==> config.mk <==
export PLATFORM = sky130hd
export DESIGN_NAME = move_commit
export DESIGN_NICKNAME = d
export VERILOG_FILES = /design/src/rtl/move_commit.sv
export SDC_FILE = /design/constraint.sdc
export NUM_CORES = 1
export LEC_CHECK = 0
export ABC_AREA = 0
export BUFFER_PORTS_ARGS = -buffer_cell sky130_fd_sc_hd__buf_4
export CAP_MARGIN = 20
export CORE_ASPECT_RATIO = 2
export CORE_UTILIZATION = 50
export DETAILED_ROUTE_END_ITERATION = 12
export PLACE_DENSITY = 0.83
export SLEW_MARGIN = 5
export SYNTH_ARGS = -nofsm -noshare
export SYNTH_HDL_FRONTEND = slang
export SYNTH_SLANG_ARGS = --single-unit
==> constraint.sdc <==
create_clock -name clk -period 2.9 [get_ports clk]
set_input_delay 0.29 -clock clk [delete_from_list [all_inputs] [get_ports clk]]
set_output_delay 0.29 -clock clk [all_outputs]
set_load 0.05 [all_outputs]
==> src/rtl/move_commit.sv <==
// Board-update writer: accepts one (src, dst) move, validates it, emits the dst and src
// update words, then reports done or reject. Define PROMOTION_EN to auto-queen pawns on the far row.
module move_commit #(
  parameter int unsigned SETTLE_CYCLES = 2
) (
  input  logic         clk,
  input  logic         rst_n,
  input  logic [255:0] board,
  input  logic         turn,
  input  logic         move_valid,
  input  logic [5:0]   move_src,
  input  logic [5:0]   move_dst,
  output logic         move_ready,
  output logic [10:0]  change_piece,
  output logic         move_done,
  output logic         move_err,
  output logic [3:0]   captured
);

  localparam logic [2:0] T_EMPTY = 3'b000;
  localparam logic [2:0] T_QUEEN = 3'b010;
  localparam logic [2:0] T_PAWN  = 3'b110;
  localparam logic [3:0] SETTLE_LAST = 4'(SETTLE_CYCLES - 32'd1);

  typedef enum logic [2:0] {
    S_IDLE   = 3'd0,
    S_CHECK  = 3'd1,
    S_WR_DST = 3'd2,
    S_WR_SRC = 3'd3,
    S_SETTLE = 3'd4,
    S_DONE   = 3'd5,
    S_REJECT = 3'd6
  } state_e;

  state_e      state_q;
  logic [5:0]  src_q;
  logic [5:0]  dst_q;
  logic        turn_q;
  logic [3:0]  src_nib_q;
  logic [3:0]  dst_nib_q;
  logic [3:0]  cnt_q;
  logic        ready_q;
  logic [10:0] piece_q;
  logic        done_q;
  logic        err_q;
  logic [3:0]  cap_q;

  logic        reject_d;
  logic [3:0]  moved_d;

  // Move legality: only ownership and occupancy, geometry belongs to the rules engine
  always_comb begin
    reject_d = 1'b0;
    if ((src_nib_q[2:0] == T_EMPTY) ||
        (src_nib_q[3] != turn_q) ||
        (src_q == dst_q) ||
        ((dst_nib_q[2:0] != T_EMPTY) && (dst_nib_q[3] == src_nib_q[3]))) begin
      reject_d = 1'b1;
    end else begin
      reject_d = 1'b0;
    end
  end

  // Piece written to dst; row is the low three bits of the square index
  always_comb begin
    moved_d = src_nib_q;
`ifdef PROMOTION_EN
    if ((src_nib_q[2:0] == T_PAWN) &&
        (((src_nib_q[3] == 1'b0) && (dst_q[2:0] == 3'd0)) ||
         ((src_nib_q[3] == 1'b1) && (dst_q[2:0] == 3'd7)))) begin
      moved_d = {src_nib_q[3], T_QUEEN};
    end else begin
      moved_d = src_nib_q;
    end
`else
    if (src_nib_q[2:0] == T_PAWN) begin
      moved_d = src_nib_q;
    end else begin
      moved_d = src_nib_q;
    end
`endif
  end

  // Control FSM with registered outputs
  always_ff @(posedge clk or negedge rst_n) begin
    if (!rst_n) begin
      state_q   <= S_IDLE;
      src_q     <= 6'd0;
      dst_q     <= 6'd0;
      turn_q    <= 1'b0;
      src_nib_q <= 4'd0;
      dst_nib_q <= 4'd0;
      cnt_q     <= 4'd0;
      ready_q   <= 1'b1;
      piece_q   <= 11'd0;
      done_q    <= 1'b0;
      err_q     <= 1'b0;
      cap_q     <= 4'd0;
    end else begin
      done_q  <= 1'b0;
      err_q   <= 1'b0;
      piece_q <= 11'd0;
      case (state_q)
        S_IDLE: begin
          // ready_q is low for the single cycle after done/err, so nothing is accepted then
          if (ready_q && move_valid) begin
            src_q     <= move_src;
            dst_q     <= move_dst;
            turn_q    <= turn;
            src_nib_q <= board[{move_src, 2'b00} +: 4];
            dst_nib_q <= board[{move_dst, 2'b00} +: 4];
            ready_q   <= 1'b0;
            state_q   <= S_CHECK;
          end else begin
            ready_q <= 1'b1;
          end
        end
        S_CHECK: begin
          state_q <= reject_d ? S_REJECT : S_WR_DST;
        end
        S_WR_DST: begin
          piece_q <= {1'b1, moved_d, dst_q};
          state_q <= S_WR_SRC;
        end
        S_WR_SRC: begin
          piece_q <= {1'b1, 4'b0000, src_q};
          cnt_q   <= 4'd0;
          state_q <= S_SETTLE;
        end
        S_SETTLE: begin
          if (cnt_q == SETTLE_LAST) begin
            state_q <= S_DONE;
          end else begin
            cnt_q <= cnt_q + 4'd1;
          end
        end
        S_DONE: begin
          done_q  <= 1'b1;
          cap_q   <= dst_nib_q;
          state_q <= S_IDLE;
        end
        S_REJECT: begin
          err_q   <= 1'b1;
          state_q <= S_IDLE;
        end
        default: begin
          ready_q <= 1'b1;
          state_q <= S_IDLE;
        end
      endcase
    end
  end

  assign move_ready   = ready_q;
  assign change_piece = piece_q;
  assign move_done    = done_q;
  assign move_err     = err_q;
  assign captured     = cap_q;

endmodule

==> results.toml <==
[status]
violations = "hold timing"
status = "finished, violations left"

[drt]
ant_nets = 0
drt_first_pass_iters = 5
dr_total_vias = 6367
routed_wl_um = 24200
drt_iter0_markers = 540
via_per_inst = 6.88
routedWlPerCell_um = 26.1
drc = 0

[run]
max_cap_violations = 0

[grt]
grt_pass1_wl_um = 37100
antenna_found_initial = 0
grt.overflow.total = 0
grt_usage_pct = 39.1
grt_max_degree = 47
grt_pass1_vias = 6980

[sta]
worstMarginPinSlew_ns = 0.723
fmax_mhz = 441
timing.hold.ws_ns = -0.0106
slew_headroom_pct = 51.8
rsz0062_at_grt = "no"
finalSetupViolCount = 0
report.final.slew_viol_count = 0
timing.final.crit_period_ns = 2.27
setup_tns_ns = 0
hold_viol_final = 13
setup_slack_ns = 0.631
finClkSkew_ns = 0.00753
fin_crit_sh_pct = 78.3

[final_layout]
antenna_cells = 0
utilization_pct = 70.6
drive_gt1_share_pct = 55.3
final_nets = 1052
fin_area_mm2 = 0.00856
area_growth_pct = 37.8

[cts]
cts.sinks = 46
cts_setup_buffers = 0
numCtsBuffers = 5
cts_resized = 0
htree_levels = 2
cts_hold_buf = 0
cts_buffer_depth = 2
root_buffer = "clkbuf_16"
insertion_delay_ns = 0.29
cts_tree = "done"
cts.clk_slew.worst_paths_ns = 0.06

[critical_path]
r2r_slack_ns = 0.72
critPathCaptureType = "register"
arrival_ns = 2.44
worst-path-max-fanout = 40
cp-start-kind = "input port"
cp_data_required_time_ns = 3.07
r2r_start = "state_q[1]"
crit_type = "in2reg"
r2r_end = "dst_nib_q[2]"
reg2reg_depth = 4

[placed_design]
post-place-ws_ns = 0.292
port_buffers = 289
place_area_mm2 = 0.00840
dpl.hpwl_um = 20100
place_congestion = 0.952

[synthesis]
synth_area_mm2 = 0.00621
synthArstFlopShare_pct = 100
synth_edf_count = 0
ys_seq_area_share_pct = 18.5
avgSynthCellArea_um2 = 11.9
postSynthCellCount = 524
synth_fp_nets = 798
dominantRegCellSynth = "dfrtp_1"
synth_seq_cells = 46
yosys_warnings = 0
synth.distinct_cells = 53

[floorplanning]
coreArea_mm2 = 0.0121
die_w_um = 80.8
dieArea_mm2 = 0.0129
die_h_um = 160
rows = 57
num_io_pins = 290
start_util_pct = 51.2

[hold_path]
hold_class = "in2async"

[pwr]
ir_drop_mv = 0.679
power.density_mw_per_mm2 = 458
p_leak_uw = 0.00381
## sequential cells by signal (all words and copies together), names as in the netlist
name and count:
cnt_q 4, dst_nib_q 4, dst_q 6, src_q 6, state_q 3, turn_q 1
change_piece 11, moved_d 4, move_err 1, move_done 1, move_ready 1, captured 4
## kinds of logic (layout without fill, tap and decap cells)
family	count (synthesis)	after routing	synth area share [%]
fa+ha+maj	2	2	0.403
compound gates	76	76	9.67
mux	182	182	53.2
buf+inv	60	315	5.17
xor+xnor	8	8	1.13
flops	46	46	18.5
simple gates	150	150	11.9
## metal layers
metal  vias up  track usage [%]  part of all wire (%)
met3       111             3.94                   5.9
met1      3151             42.1                    32
met5         -                0                     0
li1       2684                -                     -
met4         0             23.9                   7.0
met2       421             70.5                    55
## cell usage after synthesis (2+ instances only)
| cell | count | area [um2] |
|---|---|---|
| a21oi_1 | 5 | 25.0 |
| o221ai_1 | 5 | 43.8 |
| clkbuf_1 | 18 | 67.6 |
| nor4_1 | 4 | 25.0 |
| o22ai_1 | 3 | 18.8 |
| ha_1 | 2 | 25.0 |
| or2_2 | 2 | 12.5 |
| o32ai_1 | 4 | 35.0 |
| mux2_2 | 10 | 113 |
| nand3_1 | 9 | 45.0 |
| nand2_1 | 66 | 248 |
| a22oi_1 | 17 | 128 |
| or3b_2 | 2 | 17.5 |
| buf_1 | 3 | 11.3 |
| nor3b_1 | 3 | 22.5 |
| a221oi_2 | 3 | 45.0 |
| and2_1 | 6 | 37.5 |
| mux2i_1 | 58 | 581 |
| a22o_1 | 4 | 35.0 |
| buf_4 | 6 | 45.0 |
| o21ai_0 | 6 | 30.0 |
| nor2_1 | 17 | 63.8 |
| a221o_1 | 4 | 40.0 |
| nand4_1 | 10 | 62.6 |
| xor2_1 | 3 | 26.3 |
| buf_2 | 21 | 105 |
| xnor2_1 | 5 | 43.8 |
| nand2b_1 | 4 | 25.0 |
| nor2b_1 | 13 | 81.3 |
| dfrtp_1 | 45 | 1130 |
| a211oi_1 | 7 | 52.6 |
| nor3_1 | 6 | 30.0 |
| o211ai_1 | 9 | 67.6 |
| mux4_1 | 12 | 315 |
| nand3b_1 | 3 | 22.5 |
| inv_1 | 6 | 22.5 |
| a211o_1 | 2 | 17.5 |
| mux4_2 | 102 | 2300 |
| buf_6 | 4 | 45.0 |
| a221oi_1 | 2 | 17.5 |
## cells in the final DEF, fill, tap and decap left out, types with 5 or more instances in the layout
cell type / netlist / routed
mux2_2: 10 / 10
dfrtp_1: 45 / 45
xnor2_1: 5 / 5
o211ai_1: 9 / 9
a211oi_1: 7 / 7
a22oi_1: 17 / 17
mux2i_1: 58 / 58
nand2_1: 66 / 66
o221ai_1: 5 / 5
o21ai_0: 6 / 6
and2_1: 6 / 6
nand3_1: 9 / 9
buf_4: 6 / 298
mux4_1: 12 / 12
inv_1: 6 / 6
nor3_1: 6 / 6
nand4_1: 10 / 10
mux4_2: 102 / 102
nor2b_1: 13 / 13
clkbuf_16: 0 / 5
a21oi_1: 5 / 5
nor2_1: 17 / 17
## worst max-delay path: stages
cell and delay [ns]:
buf_4 0.57, buf_4 0.38, mux4_2 0.52, mux4_2 0.49, nand2_1 0.09, nand4_1 0.08
## per-stage QoR
step	power [uW]	hold slack, ns	cells
after floorplan	2450	-0.00559	524
after global placement	3190	0.313	918
after detailed placement	3270	0.322	918
after CTS	3910	0.0181	926
after global routing	4130	0.0416	926
final	3920	-0.0106	926
## power by group
| group | internal [uW] | leakage (uW) | switching [uW] | total, uW |
|---|---|---|---|---|
| Clock | 403 | 0.0000836 | 243 | 646 |
| Combinational | 1020 | 0.00313 | 1100 | 2110 |
| Sequential | 897 | 0.000593 | 264 | 1160 |
## final cells by class
type,instances,area [um2]
multi-input combinational,418,4740
clock inverter,3,40.0
sequential,46,1150
fill,882,3560
inverter,6,22.5
timing repair buffer,301,2300
tap,147,184
clock buffer,5,125
## worst max path at each step
stage,startpoint,end,cells after the start
final,move_dst[0],dst_nib_q[1],6
after detailed placement,move_dst[0],dst_nib_q[1],6
after global placement,move_dst[0],dst_nib_q[1],6
after global routing,move_dst[0],dst_nib_q[1],6
after floorplan,move_dst[0],dst_nib_q[0],6
after CTS,move_dst[0],dst_nib_q[1],6
Power figures use the tool's default switching activity.
